`config.mk`:
```
export PLATFORM = sky130hd
export DESIGN_NAME = seven_segment_scan_driver
export DESIGN_NICKNAME = d
export VERILOG_FILES = /design/src/rtl/seven_seg_pkg.sv /design/src/rtl/seven_seg_glyph_rom.sv /design/src/rtl/seven_segment_scan_driver.sv
export SDC_FILE = /design/constraint.sdc
export NUM_CORES = 1
export LEC_CHECK = 0
export CAP_MARGIN = 5
export CELL_PAD_IN_SITES_DETAIL_PLACEMENT = 1
export CELL_PAD_IN_SITES_GLOBAL_PLACEMENT = 1
export CORE_MARGIN = 5
export CORE_UTILIZATION = 44
export DETAILED_ROUTE_END_ITERATION = 6
export MAX_ROUTING_LAYER = met4
export PLACE_DENSITY_LB_ADDON = 0.2
export SYNTH_ARGS = -nofsm -noshare
export SYNTH_HDL_FRONTEND = slang
export SYNTH_SLANG_ARGS = --single-unit
```
`constraint.sdc`:
```
create_clock -name clk -period 3.7 [get_ports clk]
set_input_delay 0.555 -clock clk [delete_from_list [all_inputs] [get_ports clk]]
set_output_delay 0.555 -clock clk [all_outputs]
set_load 0.02 [all_outputs]
```
`src/rtl/seven_seg_pkg.sv`:
```
// seven_seg_pkg: segment type, hex glyph table and nibble decoder shared by the scan driver.
package seven_seg_pkg;

    typedef logic [6:0] seg_t;

    // {g,f,e,d,c,b,a}, active-high, glyphs 0-9 and A b C d E F
    localparam seg_t GLYPH [16] = '{
        7'h3F, 7'h06, 7'h5B, 7'h4F, 7'h66, 7'h6D, 7'h7D, 7'h07,
        7'h7F, 7'h6F, 7'h77, 7'h7C, 7'h39, 7'h5E, 7'h79, 7'h71
    };

    function automatic seg_t hex_to_seg(input logic [3:0] nibble);
        return GLYPH[nibble];
    endfunction

endpackage

```
`src/rtl/seven_seg_glyph_rom.sv`:
```
// seven_seg_glyph_rom: combinational nibble to active-high segment pattern lookup.
module seven_seg_glyph_rom
    import seven_seg_pkg::*;
(
    input  logic [3:0] nibble_i,
    output seg_t       seg_o
);

    assign seg_o = hex_to_seg(nibble_i);

endmodule

```
`src/rtl/seven_segment_scan_driver.sv`:
```
// seven_segment_scan_driver: time-multiplexed N-digit 7-segment driver with shadow capture,
// blanking, decimal points and leading-zero suppression; SEVEN_SEG_DEADTIME_EN adds anode dead time.
module seven_segment_scan_driver
    import seven_seg_pkg::*;
#(
    parameter int NUM_DIGITS     = 4,
    parameter int CLK_DIV        = 50000,
    parameter bit SEG_ACTIVE_LOW = 1'b0,
    parameter bit AN_ACTIVE_LOW  = 1'b1,
    parameter int GUARD          = 1
) (
    input  logic                    clk,
    input  logic                    rst,
    input  logic [4*NUM_DIGITS-1:0] value_i,
    input  logic [NUM_DIGITS-1:0]   dp_i,
    input  logic [NUM_DIGITS-1:0]   blank_i,
    input  logic                    lzs_i,
    input  logic                    load_i,
    output logic [6:0]              seg_o,
    output logic                    dp_o,
    output logic [NUM_DIGITS-1:0]   an_o
);

    localparam int PW = $clog2(CLK_DIV);
    localparam int IW = NUM_DIGITS > 1 ? $clog2(NUM_DIGITS) : 1;
    localparam logic [NUM_DIGITS-1:0] AN_OFF = AN_ACTIVE_LOW ? '1 : '0;
    localparam seg_t SEG_OFF = SEG_ACTIVE_LOW ? 7'h7F : 7'h00;
`ifdef SEVEN_SEG_DEADTIME_EN
    localparam bit DEAD_EN = 1'b1;
`else
    localparam bit DEAD_EN = 1'b0;
`endif

    logic [PW-1:0]           pre_q, pre_d;
    logic [IW-1:0]           idx_q, idx_d;
    logic [4*NUM_DIGITS-1:0] val_q;
    logic [NUM_DIGITS-1:0]   dp_q, blank_q, upper_zero, sel, an_d, an_q;
    logic                    lzs_q, wrap, dark, zero_run, dp_d, dp_out_q;
    logic [3:0]              nibble;
    seg_t                    glyph, seg_d, seg_q;

    seven_seg_glyph_rom u_rom (
        .nibble_i (nibble),
        .seg_o    (glyph)
    );

    always_comb begin
        wrap     = pre_q == PW'(CLK_DIV - 1);
        pre_d    = wrap ? '0 : pre_q + 1'b1;
        idx_d    = !wrap ? idx_q : (idx_q == IW'(NUM_DIGITS - 1)) ? '0 : idx_q + 1'b1;
        nibble   = val_q[4*idx_q +: 4];
        zero_run = 1'b1;
        // upper_zero[i]: nibble i and every nibble above it are zero
        for (int i = NUM_DIGITS - 1; i >= 0; i--) begin
            zero_run      = zero_run & (val_q[4*i +: 4] == 4'h0);
            upper_zero[i] = zero_run;
        end
        dark  = blank_q[idx_q] | (lzs_q & upper_zero[idx_q] & (idx_q != '0));
        sel   = NUM_DIGITS'(1) << idx_q;
        an_d  = ((!DEAD_EN || pre_q >= PW'(GUARD)) ? sel : '0) ^ AN_OFF;
        seg_d = (dark ? '0 : glyph) ^ SEG_OFF;
        dp_d  = (dp_q[idx_q] & ~dark) ^ SEG_ACTIVE_LOW;
    end

    always_ff @(posedge clk) begin
        if (rst) begin
            pre_q    <= '0;
            idx_q    <= '0;
            val_q    <= '0;
            dp_q     <= '0;
            blank_q  <= '0;
            lzs_q    <= 1'b0;
            seg_q    <= SEG_OFF;
            dp_out_q <= SEG_ACTIVE_LOW;
            an_q     <= AN_OFF;
        end else begin
            pre_q    <= pre_d;
            idx_q    <= idx_d;
            seg_q    <= seg_d;
            dp_out_q <= dp_d;
            an_q     <= an_d;
            if (load_i) begin
                val_q   <= value_i;
                dp_q    <= dp_i;
                blank_q <= blank_i;
                lzs_q   <= lzs_i;
            end
        end
    end

    assign seg_o = seg_q;
    assign dp_o  = dp_out_q;
    assign an_o  = an_q;

endmodule

```
### Word level (Yosys, flattened, before mapping)

Memory sizes are Yosys's and may differ from the RTL's. A register that Yosys moved wholly into a read port is not among the register bits.
Index checks and enable logic that the tools add are counted.

| storage, ports and cells | value |
|---|---|
| register bits | 48 |
| bits in read-only memories | 112 |
| input bits | 28 |
| output and inout bits | 12 |
| word-level logic and storage cells | 40 |
| memories kept | 1 |

| cells by class | value |
|---|---|
| $add $sub $neg | 2 |
| $lt $le $gt $ge | 1 |
| equality and inequality tests | 2 |
| shifts and indexed selects | 2 |
| muxes and demuxes | 7 |
| bitwise operators | 10 |
| reduce and logical (&&, ||, !) cells | 7 |

Memory list:

| memory | depth | width | rd ports | clocked after Yosys merged registers in | wr ports | line | source |
|---|---|---|---|---|---|---|---|
| (no name shown) | 16 | 7 | 1 | 1 | 0 | seven_seg_pkg.sv:13 | `return GLYPH[nibble];` |

Operator list:

| operator | number |
|---|---|
| 16-bit by 1-bit adder with 16-bit output, second input constant | 1 |
| 16-bit == test, second input constant | 1 |
| 4-bit logical NOT | 4 |
| 16-bit by 5-bit variable part select with 4-bit output | 1 |
| 1-bit bitwise AND | 6 |
| 1-bit binary-select mux with 2-bit select | 3 |
| 4-bit inverter with 5-bit output | 1 |
| 4-bit inverter | 1 |
| 2-bit OR reduction | 2 |
| 1-bit by 2-bit left shift with 4-bit output, first input constant | 1 |
| 2-bit by 3-bit less-than comparator with 1-bit output, second input constant | 1 |
| 1-bit 2-to-1 mux | 3 |
| 2-bit by 1-bit adder with 2-bit output, second input constant | 1 |
| 2-bit == test, second input constant | 1 |
| 2-bit 2-to-1 mux | 1 |
| 2-bit nonzero test | 1 |
| 1-bit inverter | 1 |
| 1-bit OR | 1 |

### Logic depth before layout (Yosys ltp)

| depth | value |
|---|---|
| depth in word-level cells | 11 |
| gate-level depth with buffers | 8 |
| mapped depth without buffers | 7 |

### Hierarchy

A second synthesis with hierarchy kept.

| unflattened totals | value |
|---|---|
| cells, all modules | 257 |
| area total of the unflattened synthesis | 2514.9 µm² |

Modules (own cells, without submodules):

| module | times used | cells each | area an instance (µm²) | sequential area each (µm²) |
|---|---|---|---|---|
| seven_segment_scan_driver | 1 | 224 | 2224.6 | 1101.1 |
| seven_seg_glyph_rom | 1 | 33 | 290.3 | 0.0 |

### Worst setup path after synthesis

Ideal clock, no wire load.

| timing path | value |
|---|---|
| path type | register to register |
| from | reg idx_q[0] |
| to | reg seg_q[4], in the netlist seg_o[4] |
| library setup time | 0.112 ns |
| arrival | 1.874 ns |
| data required time | 3.588 ns |
| slack | 1.714 ns |
| stages on the path, launching flop included | 8 |
| path buffers | 1 |
| period minus slack after synthesis | 1.986 ns |
| cells stage by stage | dfxtp_1 -> buf_6 -> mux4_1 -> inv_1 -> ha_1 -> nor2b_1 -> nor3_1 -> a2111oi_1 |

| between the ends | value |
|---|---|
| word-level cells in the longest chain between the ends | 6 |
| elaborated cells between the ends (all ways) | 11 |
| classes of those cells | 1 x shift; 4 x mux; 4 x bitwise; 2 x reduce/logical |

Ends and longest elaborated chain:

| what | line | source |
|---|---|---|
| start: declaration | seven_segment_scan_driver.sv:35 | `logic [IW-1:0] idx_q, idx_d;` |
| start signal: assignment | seven_segment_scan_driver.sv:78 | `idx_q <= idx_d;` |
| 1-bit binary-select mux with 2-bit select | seven_segment_scan_driver.sv:58 | `dark = blank_q[idx_q] \| (lzs_q & upper_zero[idx_q] & (idx_q != '0));` |
| 1-bit 2-to-1 mux (not written as such) | seven_segment_scan_driver.sv:58 |  |
| 1-bit bitwise AND (2 in series) | seven_segment_scan_driver.sv:58 |  |
| 1-bit OR | seven_segment_scan_driver.sv:58 |  |
| 2-bit OR reduction (no line) | -- |  |
| end: declaration | seven_segment_scan_driver.sv:40 | `seg_t glyph, seg_d, seg_q;` |

Several ways; a longest one is shown, not always the timed one. The select of a mux whose other input is x is not followed.
A chain may end at the register's enable or synchronous reset.

### Final worst setup path

Same ends and word-level chain as after synthesis.

==> flow_summary_export.csv <==
group,metric,value,unit
run_status,run_status,"finished clean",
synth,post_synth.cell_area_avg,10.1,µm²
global_routing,gr-usage-met2,27.1,%
power_and_ir_drop,power_leakage,1.20,nW
global_routing,top_usage_layer,"met2",
synth,yosysMostFrequentCell,"sky130_fd_sc_hd__dfxtp_1",
clocking,post_cts.repair.setup_buffers,0,
synth,synth.top_cells.by_area,"sky130_fd_sc_hd__dfxtp_1 43%, sky130_fd_sc_hd__mux2i_1 11%, sky130_fd_sc_hd__nor2_1 6.1%, sky130_fd_sc_hd__ha_1 5.8%, sky130_fd_sc_hd__xnor2_1 3.7%",
critical_path,maximum_fanout_along_the_worst_path,11,
placed_design,post-dp-hpwl,4420,µm
sta,max-slew-margin-rel,55.4,%
critical_path,crit_path_start_kind,"register",
clocking,clkSlewWorstSetupHoldPaths,100,ps
floorplanning,die-height,86.5,µm
clocking,tritoncts,"done",
sta,maxSlewViolCount,0,
global_routing,grtUsageMet3,3.80,%
cells_and_area,fillerInstances,641,
critical_path,timing.critical_path.to_type,"register",
placed_design,gpl.final_weighted_congestion,0.843,
placed_design,count_of_buffers_inserted_at_the_top_level_ports,39,
clocking,cts.hold.buffers_added,0,
floorplanning,rows,27,
clocking,cts.root.buffer_cell,"sky130_fd_sc_hd__clkbuf_8",
clocking,postCtsResizedCells,0,
cells_and_area,regArea,1100,µm²
critical_path,worstSetupPathType,"reg -> reg",
critical_path,worstRegToRegCells,6,
routing,vias_per_cell,5.29,
cells_and_area,layout_nets,330,
clocking,cts.htree.levels,2,
power_and_ir_drop,vdd.ir_drop.worst,0.230,mV
routing,dr.pass1.iters,4,
routing,wire_per_inst,16.5,µm
sta,rsz0062_at_grt,"no",
sta,fmax,0.422,GHz
sta,whs,486,ps
synth,asyncSetResetFlopFracSynth,0,%
sta,postLayoutSetupSlackWorst,1330,ps
sta,hold_viol_final,0,
global_routing,grt_overflow_total,0,
floorplanning,design.die.area,7480,µm²
sta,layout_worst_path_cycle_share,64.1,%
clocking,cts_inserted_buffers,5,
synth,synth.distinct_cells,41,
cells_and_area,antenna_cells_inserted,0,
placed_design,detailedPlace.worstSlack,1330,ps
flow_run,max_cap_viol_count,0,
clocking,clock_sink_count,55,
global_routing,grt_max_degree,26,
sta,min_period,2370,ps
synth,syn_inst,255,
global_routing,grt_pass1_wl,10100,µm
cells_and_area,multi_input_area,1360,µm²
synth,synth.top_cells.by_count,"55 x sky130_fd_sc_hd__dfxtp_1, 42 x sky130_fd_sc_hd__nor2_1, 29 x sky130_fd_sc_hd__mux2i_1",
clocking,clock_insertion_delay_worst_skew,310,ps
synth,synthDominantCellAreaShare,42.8,%
floorplanning,coreArea,5610,µm²
global_routing,gr-usage-met1,22.5,%
critical_path,cp.arrival,2560,ps
sta,worstMarginPinSlew,667,ps
synth,ys_warn_count,0,
critical_path,critPathRequiredTime,3880,ps
sta,tns,0,ps
routing,detail-route-antenna-nets,0,
synth,synth_top_cell_by_area,"sky130_fd_sc_hd__dfxtp_1",
floorplanning,design.portCount,40,
global_routing,grt_pass1_vias,2049,
synth,postSynth.topFlopCell,"sky130_fd_sc_hd__dfxtp_1",
global_routing,aggregate_global_route_resource_usage,17.3,%
synth,syn_nets,295,
clocking,clock_tree.buffer_depth,2,
synth,synth-seq-cells,55,
sta,final.setup_skew,10.1,ps
worst_hold_path,hold_path.class,"reg -> reg",
sta,setup_violations,0,
cells_and_area,area_growth_syn_to_layout,19.9,%
synth,synth_sequential_area_ratio,42.8,%
routing,drtIter0Drc,128,
routing,wirelength,5970,µm
global_routing,grt_antenna_before_repair,0,
routing,dr_drc_count,0,
cells_and_area,post_route_cells_drive_above_1_share,5.84,%
routing,vias,1920,
floorplanning,die_outline_width,86.5,µm
synth,synthesis.area,2570,µm²
worst_hold_path,hold_depth,1,
synth,synth-edff-count,0,
floorplanning,initial_utilization,45.9,%
power_and_ir_drop,p_per_area,370,nW/µm²
[critical path, cell delays in order, from the launching register on]
cell,delay [ps]
sky130_fd_sc_hd__dfxtp_1,660
sky130_fd_sc_hd__mux4_1,710
sky130_fd_sc_hd__inv_1,170
sky130_fd_sc_hd__ha_1,170
sky130_fd_sc_hd__nor2b_1,130
sky130_fd_sc_hd__nor3_1,50
sky130_fd_sc_hd__a2111oi_1,370
[flip-flops by register name (all words and copies together) (netlist names)]
name,cells
idx_q,2
an_o,4
dp_q,4
pre_q,16
val_q,16
dp_o,1
lzs_q,1
seg_o,7
blank_q,4
[worst paths after layout]
kind	startpoint	end	slack, ps
worst max-delay path	idx_q[0]$_SDFFE_PP0P_	seg_o[4]$_SDFF_PP0_	1330
worst max register to register	idx_q[0]$_SDFFE_PP0P_	seg_o[4]$_SDFF_PP0_	1330
worst min register to register	pre_q[0]$_SDFF_PP0_	pre_q[0]$_SDFF_PP0_	490
worst min-delay path	pre_q[0]$_SDFF_PP0_	pre_q[0]$_SDFF_PP0_	490
[stage by stage]
stage | instance area, µm² | instances | util (%) | power, mW
6_report | 3080 | 363 | 55.0 | 1.14
5_1_grt | 3080 | 363 | 55.0 | 1.20
4_1_cts | 3080 | 363 | 55.0 | 1.16
3_5_place_dp | 2990 | 355 | 53.3 | 0.811
3_3_place_gp | 2990 | 355 | 53.3 | 0.806
2_1_floorplan | 2570 | 255 | - | 0.745
[final cells by class]
| cell class | instances | share of cell area [%] |
|---|---|---|
| inverter | 8 | 0.974 |
| tap | 72 | 2.92 |
| clock buffer | 7 | 2.80 |
| clock inverter | 1 | 0.284 |
| timing repair buffer | 41 | 13.1 |
| multi-input combinational | 179 | 44.2 |
| sequential | 55 | 35.7 |
[report_power, final]
part           switching (mW)  internal (mW)  total, mW
Combinational          0.0711         0.0860      0.157
Sequential             0.0197          0.619      0.639
Clock                   0.191          0.154      0.345
[per-layer routing]
layer  vias up  wire (µm)  part of all wire, %
li1        961          -                    -
met1       916       2830                   47
met2        35       2860                   48
met3         8        196                  3.3
met4         0         85                  1.4
met5         -          0                    0
[layout by cell type (no fill, tap or decap), types with 3 or more instances in the layout]
cell type	Yosys	routed
sky130_fd_sc_hd__nand3_1	6	6
sky130_fd_sc_hd__nor2b_1	3	3
sky130_fd_sc_hd__xor2_1	4	4
sky130_fd_sc_hd__nor3_1	6	6
sky130_fd_sc_hd__dfxtp_1	55	55
sky130_fd_sc_hd__and3_1	3	3
sky130_fd_sc_hd__nor4_1	6	6
sky130_fd_sc_hd__clkdlybuf4s50_1	0	39
sky130_fd_sc_hd__mux2i_1	29	29
sky130_fd_sc_hd__inv_1	8	8
sky130_fd_sc_hd__xnor2_1	11	11
sky130_fd_sc_hd__clkbuf_8	0	6
sky130_fd_sc_hd__nand4_1	5	5
sky130_fd_sc_hd__a21oi_1	8	8
sky130_fd_sc_hd__nand2_1	6	6
sky130_fd_sc_hd__nand2b_1	6	6
sky130_fd_sc_hd__ha_1	12	12
sky130_fd_sc_hd__mux4_2	4	4
sky130_fd_sc_hd__mux4_1	3	3
sky130_fd_sc_hd__nor2_1	42	42
[kinds of logic (layout without fill, tap and decap cells)]
group,count (synthesis),count (layout),synth area share [%]
DFF,55,55,42.8
muxes,36,36,17.9
and+or+nand+nor,98,98,19.4
xor gates and xnor gates,15,15,5.11
adders and majority gates,12,12,5.84
AOI/OAI and AO/OA,18,18,4.82
buffers and inverters,21,57,4.23
Power figures use the tool's default switching activity.
